File: config.mk
export PLATFORM = sky130hd
export DESIGN_NAME = pwm_duty_decoder
export DESIGN_NICKNAME = d
export VERILOG_FILES = /design/src/rtl/pwm_duty_decoder.sv
export SDC_FILE = /design/constraint.sdc
export NUM_CORES = 1
export LEC_CHECK = 0
export CAP_MARGIN = 5
export CORE_ASPECT_RATIO = 0.75
export CORE_UTILIZATION = 59
export DETAILED_ROUTE_END_ITERATION = 8
export PLACE_DENSITY = 0.86
export SLEW_MARGIN = 25
export SYNTH_ARGS = -nofsm -noshare
export SYNTH_HDL_FRONTEND = slang
export SYNTH_SLANG_ARGS = --single-unit
File: constraint.sdc
create_clock -name clk -period 2.5 [get_ports clk]
set_input_delay 0.5 -clock clk [delete_from_list [all_inputs] [get_ports clk]]
set_output_delay 0.5 -clock clk [all_outputs]
set_load 0.005 [all_outputs]
File: src/rtl/pwm_duty_decoder.sv
// pwm_duty_decoder: measures high time and rise-to-rise period of an incoming PWM waveform,
// derives the duty code with a restoring divider and flags an input that has stopped toggling.
`default_nettype none

module pwm_duty_decoder #(
   parameter int SYNC_STAGES = 2,
   parameter int CNT_W       = 16,
   parameter int DUTY_W      = 8,
   parameter int TIMEOUT     = 1024
) (
   input  logic              clk,
   input  logic              rst,
   input  logic              pwm_in,
   output logic [DUTY_W-1:0] duty,
   output logic [CNT_W-1:0]  period,
   output logic [CNT_W-1:0]  high_time,
   output logic              valid,
   output logic              stuck,
   output logic              stuck_level,
   output logic              drop
);

   localparam logic [1:0]       S_ACQ   = 2'd0;
   localparam logic [1:0]       S_HIGH  = 2'd1;
   localparam logic [1:0]       S_LOW   = 2'd2;
   localparam int               IT_W    = (DUTY_W > 1) ? $clog2(DUTY_W) : 1;
   localparam logic [CNT_W-1:0] CNT_MAX = '1;
   localparam logic [CNT_W-1:0] TMO_LIM = CNT_W'(TIMEOUT);
   localparam logic [CNT_W-1:0] MIN_PER = CNT_W'(DUTY_W + 1);
   localparam logic [IT_W-1:0]  IT_LAST = IT_W'(DUTY_W - 1);

   // ---------------- input synchronizer and edge detector ----------------
   logic [SYNC_STAGES-1:0] sync_q;
   logic [SYNC_STAGES:0]   fill_q;
   logic                   lvl_q;
   logic                   lvl;
   logic                   armed;
   logic                   rise;
   logic                   fall;
   logic                   edge_any;

   always_ff @(posedge clk) begin
      if (rst) begin
         sync_q <= '0;
         fill_q <= '0;
         lvl_q  <= 1'b0;
      end else begin
         sync_q <= {sync_q[SYNC_STAGES-2:0], pwm_in};
         fill_q <= {fill_q[SYNC_STAGES-1:0], 1'b1};
         lvl_q  <= sync_q[SYNC_STAGES-1];
      end
   end

   // Edges are ignored until the pipeline holds real samples, so an input that is
   // already high when reset releases does not look like a fresh rise.
   assign lvl      = sync_q[SYNC_STAGES-1];
   assign armed    = fill_q[SYNC_STAGES];
   assign rise     = armed &  lvl & ~lvl_q;
   assign fall     = armed & ~lvl &  lvl_q;
   assign edge_any = rise | fall;

   // ---------------- edge timeout ----------------
   logic [CNT_W-1:0] tmo_q;
   logic [CNT_W-1:0] tmo_d;
   logic             tmo_hit;

   always_comb begin
      tmo_d = tmo_q;
      if (edge_any) begin
         tmo_d = '0;
      end else if (tmo_q != TMO_LIM) begin
         tmo_d = tmo_q + CNT_W'(1);
      end
   end

   assign tmo_hit = ~edge_any & (tmo_q == TMO_LIM - CNT_W'(1));

   always_ff @(posedge clk) begin
      if (rst) begin
         tmo_q <= '0;
      end else begin
         tmo_q <= tmo_d;
      end
   end

   // ---------------- measurement FSM ----------------
   logic [1:0] state_q;
   logic [1:0] state_d;

   always_ff @(posedge clk) begin
      if (rst) begin
         state_q <= S_ACQ;
      end else begin
         state_q <= state_d;
      end
   end

   always_comb begin
      state_d = state_q;
      if (tmo_hit) begin
         state_d = S_ACQ;
      end else begin
         case (state_q)
            S_ACQ:   if (rise) state_d = S_HIGH;
            S_HIGH:  if (fall) state_d = S_LOW;
            S_LOW:   if (rise) state_d = S_HIGH;
            default: state_d = S_ACQ;
         endcase
      end
   end

   logic busy_q;
   logic restart;
   logic complete;
   logic start;
   logic drop_now;
   logic in_high;
   logic in_low;

   always_comb begin
      restart  = 1'b0;
      complete = 1'b0;
      in_high  = 1'b0;
      in_low   = 1'b0;
      if (!tmo_hit) begin
         case (state_q)
            S_ACQ:  restart = rise;
            S_HIGH: in_high = 1'b1;
            S_LOW: begin
               in_low   = ~rise;
               restart  = rise;
               complete = rise;
            end
            default: ;
         endcase
      end
   end

   logic [CNT_W-1:0] hi_q;
   logic [CNT_W-1:0] hi_d;
   logic [CNT_W-1:0] per_q;
   logic [CNT_W-1:0] per_d;

   // Too-short periods are rejected outright so a fast burst never reaches the outputs.
   assign start    = complete & ~busy_q & (per_q >= MIN_PER);
   assign drop_now = complete & ~start;

   always_comb begin
      hi_d  = hi_q;
      per_d = per_q;
      if (tmo_hit) begin
         hi_d  = '0;
         per_d = '0;
      end else if (restart) begin
         hi_d  = CNT_W'(1);
         per_d = CNT_W'(1);
      end else if (in_high) begin
         per_d = (per_q == CNT_MAX) ? per_q : per_q + CNT_W'(1);
         if (!fall) begin
            hi_d = (hi_q == CNT_MAX) ? hi_q : hi_q + CNT_W'(1);
         end
      end else if (in_low) begin
         per_d = (per_q == CNT_MAX) ? per_q : per_q + CNT_W'(1);
      end
   end

   always_ff @(posedge clk) begin
      if (rst) begin
         hi_q  <= '0;
         per_q <= '0;
      end else begin
         hi_q  <= hi_d;
         per_q <= per_d;
      end
   end

   // ---------------- restoring divider ----------------
   logic [IT_W-1:0]   iter_q;
   logic [CNT_W:0]    rem_q;
   logic [CNT_W-1:0]  den_q;
   logic [DUTY_W-1:0] quo_q;
   logic [CNT_W-1:0]  hi_n_q;
   logic [CNT_W-1:0]  per_n_q;
   logic [CNT_W:0]    rem_sh;
   logic              rem_ge;
   logic [CNT_W:0]    rem_nx;
   logic [DUTY_W-1:0] quo_nx;
   logic              div_last;

   assign rem_sh   = {rem_q[CNT_W-1:0], 1'b0};
   assign rem_ge   = rem_sh >= {1'b0, den_q};
   assign rem_nx   = rem_ge ? rem_sh - {1'b0, den_q} : rem_sh;
   assign quo_nx   = {quo_q[DUTY_W-2:0], rem_ge};
   assign div_last = busy_q & (iter_q == IT_LAST);

   always_ff @(posedge clk) begin
      if (rst) begin
         busy_q  <= 1'b0;
         iter_q  <= '0;
         rem_q   <= '0;
         den_q   <= '0;
         quo_q   <= '0;
         hi_n_q  <= '0;
         per_n_q <= '0;
      end else if (tmo_hit) begin
         busy_q <= 1'b0;
      end else if (start) begin
         busy_q  <= 1'b1;
         iter_q  <= '0;
         rem_q   <= {1'b0, hi_q};
         den_q   <= per_q;
         quo_q   <= '0;
         hi_n_q  <= hi_q;
         per_n_q <= per_q;
      end else if (busy_q) begin
         rem_q  <= rem_nx;
         quo_q  <= quo_nx;
         iter_q <= iter_q + IT_W'(1);
         if (div_last) begin
            busy_q <= 1'b0;
         end
      end
   end

   // ---------------- output registers ----------------
   logic [DUTY_W-1:0] duty_q;
   logic [CNT_W-1:0]  period_q;
   logic [CNT_W-1:0]  high_q;
   logic              valid_q;
   logic              stuck_q;
   logic              stuck_lvl_q;
   logic              drop_q;

   always_ff @(posedge clk) begin
      if (rst) begin
         duty_q      <= '0;
         period_q    <= '0;
         high_q      <= '0;
         valid_q     <= 1'b0;
         stuck_q     <= 1'b0;
         stuck_lvl_q <= 1'b0;
         drop_q      <= 1'b0;
      end else begin
         valid_q <= 1'b0;
         drop_q  <= drop_now;
         if (tmo_hit) begin
            stuck_q     <= 1'b1;
            stuck_lvl_q <= lvl;
            duty_q      <= {DUTY_W{lvl}};
            period_q    <= '0;
            high_q      <= '0;
            valid_q     <= 1'b1;
         end else begin
            if (edge_any && stuck_q) begin
               stuck_q     <= 1'b0;
               stuck_lvl_q <= 1'b0;
            end
            if (div_last) begin
               duty_q   <= quo_nx;
               period_q <= per_n_q;
               high_q   <= hi_n_q;
               valid_q  <= 1'b1;
            end
         end
      end
   end

   assign duty        = duty_q;
   assign period      = period_q;
   assign high_time   = high_q;
   assign valid       = valid_q;
   assign stuck       = stuck_q;
   assign stuck_level = stuck_lvl_q;
   assign drop        = drop_q;

endmodule

`default_nettype wire

**Word level (Yosys, flattened, before mapping)**

Cells that the tools add are included.
W data, S select, Z words.

- Word-level logic and storage cells: 114
- Bits of input ports: 3
- Flip-flop bits (word level): 159

- Reduce and logical (&&, ||, !) cells: 17
- $add $sub $neg: 5
- $lt $le $gt $ge: 2
- Mux-type cells: 37
- Eq/ne operators: 11
- Bitwise gates (word level): 19

Operators by type and width:

| kind | count |
|---|---|
| $mux W16 | 6 |
| $add A16 B1 Y16 const B | 3 |
| $eq A16 B16 Y1 const B | 2 |
| $mux W1 | 22 |
| $ge A17 B16 Y1 | 1 |
| $eq A16 B10 Y1 const B | 1 |
| $ge A16 B4 Y1 const B | 1 |
| $mux W8 | 2 |
| $ne A16 B11 Y1 const B | 1 |
| $sub A16 B16 Y16 | 1 |
| $mux W7 | 2 |
| $reduce_bool A2 Y1 | 5 |
| $and A1 B1 Y1 | 9 |
| $not A1 Y1 | 9 |
| $mux W3 | 2 |
| $reduce_and A2 Y1 | 3 |
| $reduce_and A3 Y1 | 2 |
| $reduce_or A2 Y1 | 3 |
| $mux W2 | 2 |
| $ne A2 B1 Y1 const B | 2 |
| $ne A2 B2 Y1 const B | 2 |
| $pmux W2 S2 | 1 |
| $add A3 B1 Y3 const B | 1 |
| $eq A3 B3 Y1 const B | 1 |
| other kinds (7) | 7 |

**Depth between registers and ports, before layout**

- Depth after elaboration: 11
- Mapped depth: 11
- Mapped depth without buffers: 9

**Least setup slack after synthesis**

OpenSTA, ideal clock, no wires.

- Path kind: register to register
- Start point: reg per_n_q[9] (netlist name)
- End point: reg rem_q[12]
- Period minus slack after synthesis: 2.179 ns
- Stages on the path, launching flop included: 11
- Required time: 2.363 ns
- Arrival: 2.042 ns
- Setup slack: 0.321 ns
- Path through: dfxtp_1 inv_1 ha_1 clkbuf_1 nand4_1 nor2_1 a41oi_1 nand3_1 buf_2 mux2i_1 a31oi_1

RTL lines:

| what | RTL line | text |
|---|---|---|
| to (signal assigned) | 210 | `rem_q <= {1'b0, hi_q};` |
| to (signal assigned) | 216 | `rem_q <= rem_nx;` |
| to (decl) | 179 | `logic [CNT_W:0] rem_q;` |

**Final worst setup path**

- Start point: reg rem_q[0]
- End point: reg rem_q[10]

- Longest elaborated chain between the ends: 4
- Elaborated cells on any way between the ends: 5

Ends and longest elaborated chain:

| what | RTL line | text |
|---|---|---|
| $sub A16 B16 Y16 / $ge A17 B16 Y1 (equally long branches) | 192, 191 |  |
| $mux W16 * | 192 | `assign rem_nx = rem_ge ? rem_sh - {1'b0, den_q} : rem_sh;` |
| $mux W16 * | 215 | `end else if (busy_q) begin` |
| $mux W16 * | 207 | `end else if (start) begin` |

Mark *: on every way between the ends. The rest lies on a longest branch, timed or not. The select of a mux whose other input is x is not followed.
A chain may end at the register's enable or synchronous reset.

==> results.rst <==
.. list-table::
   :header-rows: 1

   * - Metric
     - Value
   * - Run status
     - complete, no violations
   * - Final Hold Fails
     - 0
   * - Count of cell types in the netlist
     - 61
   * - Data arrival time at the worst-slack endpoint
     - 2.76 ns
   * - Starting utilization of the core area
     - 60.5%
   * - Static leakage
     - approximately 0.0032 µW
   * - Kind of critical path
     - reg -> reg
   * - Final HPWL from detailed placement
     - 13500 µm
   * - DR iter-0 viols
     - 750
   * - Total instance count after detailed placement
     - 1131
   * - Clock latency on the worst-skew pair
     - 0.42 ns
   * - Standard-cell row count
     - 35
   * - Minimum period implied by the final worst setup slack
     - 2.44 ns
   * - Final std cells w/o fill
     - 1167
   * - Minimum hold slack
     - 0.427 ns
   * - Worst r2r src
     - rem_q[0]
   * - Number of global-route vias before repair
     - roughly 6300
   * - Part of the cycle the worst path needs
     - 97.8%
   * - Clock transition at the registers of the reported paths
     - around 0.070 ns
   * - Global Route Usage Sum
     - between 30% and 40%
   * - Worst-case clock skew
     - 0.00769 ns
   * - Async S/R FF share, synth
     - 0%
   * - Number of vias after detailed routing
     - 6970
   * - Ports placed on the boundary
     - 47
   * - Highest-count cells in the layout ignoring fill and taps
     - nand2_1, dfxtp_1, a21oi_1
   * - Path category of the worst min-delay check
     - reg -> reg
   * - DIE AREA
     - between 0.01 and 0.015 mm²
   * - Antenna Cells
     - 0
   * - Synthesis warning total
     - 0
   * - Share of cells above drive strength 1
     - 10.4%
   * - Core outline area
     - ~0.012 mm²
   * - Total DRC errors in the routed layout
     - 0
   * - Buffers added on ports
     - 46
   * - Worst-case vdd ir drop
     - 495 µV
   * - Commonest non-fill, non-tap cell in the layout
     - nand2_1
   * - Internal reg-to-reg setup slack
     - around 0.056 ns
   * - Total nets after synthesis
     - 955
   * - Unrepaired setup endpoints after global routing
     - false
   * - R2r worst-path depth
     - 9
   * - TritonCTS Buffers
     - 17
   * - Initial antenna violation count
     - 0
   * - Layout net count
     - 1016
   * - Antenna-violating nets left
     - 0
   * - Global-route wire length before repair
     - 32000 µm
   * - Endpoint of the most critical setup path
     - rem_q[10]
   * - Worst setup margin
     - 0.0561 ns
   * - Routability congestion estimate from global placement
     - 0.976
   * - Largest net degree at the start of global routing
     - 52
   * - Maximum count of clock buffers along a single path
     - 2
   * - Relative slew margins
     - 60.6%
   * - Post-Synthesis Cell Area
     - between 0.007 and 0.008 mm²
   * - Die extent in y
     - 99.1 µm
   * - Final Max Slew Viols
     - 0
   * - MaxCap Viol Count
     - 0
   * - Flip-flop cell with the highest count after synthesis
     - dfxtp_1
   * - Total iterations of the first detailed-routing run
     - 8
   * - CTS tree
     - yes
   * - Syn avg cell area
     - 8.01 µm²
   * - Cell count after synthesis
     - 927
   * - Pwr per Cell Area
     - 585 mW/mm²
   * - Worst slack at placement
     - -0.0285 ns
   * - Chip Width
     - 132 µm
   * - Top fanout value on the critical path
     - 4
   * - Leftover overflow at the end of global routing
     - 0
   * - Final number of setup-violating endpoints
     - 0
   * - Type of element launching the critical path
     - flip-flop
   * - Detailed-route wire length
     - between 15000 and 20000 µm
   * - Share of synthesized area occupied by flip-flops and latches
     - 42.9%
   * - Critical Path Start
     - rem_q[0]
   * - Fillers
     - 881
   * - FMAX
     - 409 MHz
   * - Total of flip-flops plus latches after synthesis
     - between 150 and 200
   * - Req. time, crit path
     - 2.82 ns
   * - Count of flip-flops with a built-in enable after synthesis
     - 0
   * - CTS root buf
     - clkbuf_16
   * - Routed wire length per instance
     - 17.0 µm
   * - Transition at the pin with the smallest max-transition slack
     - 0.590 ns
   * - Critical Path End Type
     - flip-flop
   * - Number of levels in the clock H-tree
     - 4
   * - Worst flop-to-flop path endpoint
     - rem_q[10]
   * - Number of clock sinks
     - 159
   * - Area overhead of the layout relative to synthesis
     - 20.0%
   * - Via density per instance
     - 5.97
power by group:
| group | internal, µW | total (µW) | leakage [µW] | switching, µW |
|---|---|---|---|---|
| clock | 1410 | 2550 | 0.000280 | 1140 |
| combinational | 30.7 | 102 | 0.00164 | 71.6 |
| sequential | 2540 | 2550 | 0.00128 | 10.4 |
| total | 3980 | 5210 | 0.00320 | 1220 |
worst max-delay path, cell delays in order (launching register included):
cell and delay [ns]:
dfxtp_1 0.40, inv_1 0.09, fa_1 0.44, nor2b_2 0.20, o31ai_2 0.11, a21oi_1 0.25
nor2_1 0.10, xnor2_1 0.33, mux2i_1 0.13, o32ai_1 0.28
cells by family after synthesis:
| group | synth area share (%) |
|---|---|
| buf+inv | 4.60 |
| xor+xnor | 5.67 |
| mux | 1.21 |
| simple gates | 24.0 |
| flops | 42.9 |
| fa+ha+maj | 4.32 |
| compound gates | 17.3 |
per-stage QoR:
step	instance area (µm²)	utilization [%]	setup TNS [ns]	power (µW)
2_1_floorplan	7420	-	0	2670
3_3_place_gp	8250	67.2	-0.0133	2700
3_5_place_dp	8250	67.2	-0.0285	2710
4_1_cts	8830	72.0	0	5210
5_1_grt	8900	72.6	0	5340
6_report	8900	72.6	0	5210
routing by layer:
layer,vias to the layer above,track usage (%),part of all wire (%)
met5,-,0,0
met4,0,12.8,2.7
met3,45,7.14,10
met2,342,46.5,43
met1,3265,43.0,44
li1,3318,-,-
worst min-delay path by stage:
stage,from,end,slack (ns),cells past startpoint
after floorplan,fill_q[0],fill_q[1],0.41,1
after global placement,fill_q[1],fill_q[2],0.42,1
after detailed placement,sync_q[0],sync_q[1],0.43,1
after CTS,sync_q[0],sync_q[1],0.43,1
after global routing,sync_q[0],sync_q[1],0.45,1
final,sync_q[0],sync_q[1],0.43,1
what timing repair did:
item,CTS,global route
pin swaps,0,3
hold buffers,0,0
cloned,0,0
gates resized for setup,1,12
endpoints found under the setup margin,1,27
buffers inserted,0,4
registers in the layout, summed over array words and instances (netlist names), 7 cells and up:
name       cells
rem_q         16
quo_q          7
per_q         16
high_time     16
hi_q          16
period        16
duty           8
hi_n_q        16
tmo_q         16
per_n_q       16
final cells by class:
type / instances / area, µm² / share of cell area [%]
Clock inverter: 14 / 153 / 1.71
Multi-Input combinational cell: 685 / 3940 / 44.3
Timing Repair Buffer: 95 / 877 / 9.85
Clock buffer: 18 / 429 / 4.82
Inverter: 30 / 113 / 1.26
Tap cell: 166 / 208 / 2.33
Sequential cell: 159 / 3180 / 35.8
cells in the mapped netlist, drive strengths merged (2+ instances only):
master	instances	share of area [%]
a21o	7	0.71
clkbuf	40	2.0
and3	13	1.1
a22oi	7	0.71
xnor2	33	3.9
nand2	184	9.3
nand3	26	1.8
or3	8	0.67
and4	3	0.35
and2	2	0.17
nand2b	12	1.0
o211ai	5	0.51
nor3	23	1.8
nor2	80	4.0
o21a	2	0.20
a32oi	9	1.1
inv	30	1.5
a21oi	118	8.0
ha	24	4.0
a311o	2	0.27
nand4	9	0.76
dfxtp	159	43
o221ai	2	0.24
nor3b	2	0.20
o22ai	9	0.76
buf	13	1.1
or4	2	0.20
nor2b	12	1.0
xor2	15	1.8
mux2i	9	1.2
a31oi	14	1.2
nor4	6	0.91
o21ai	26	1.8
(Power assumes the default switching activity.)
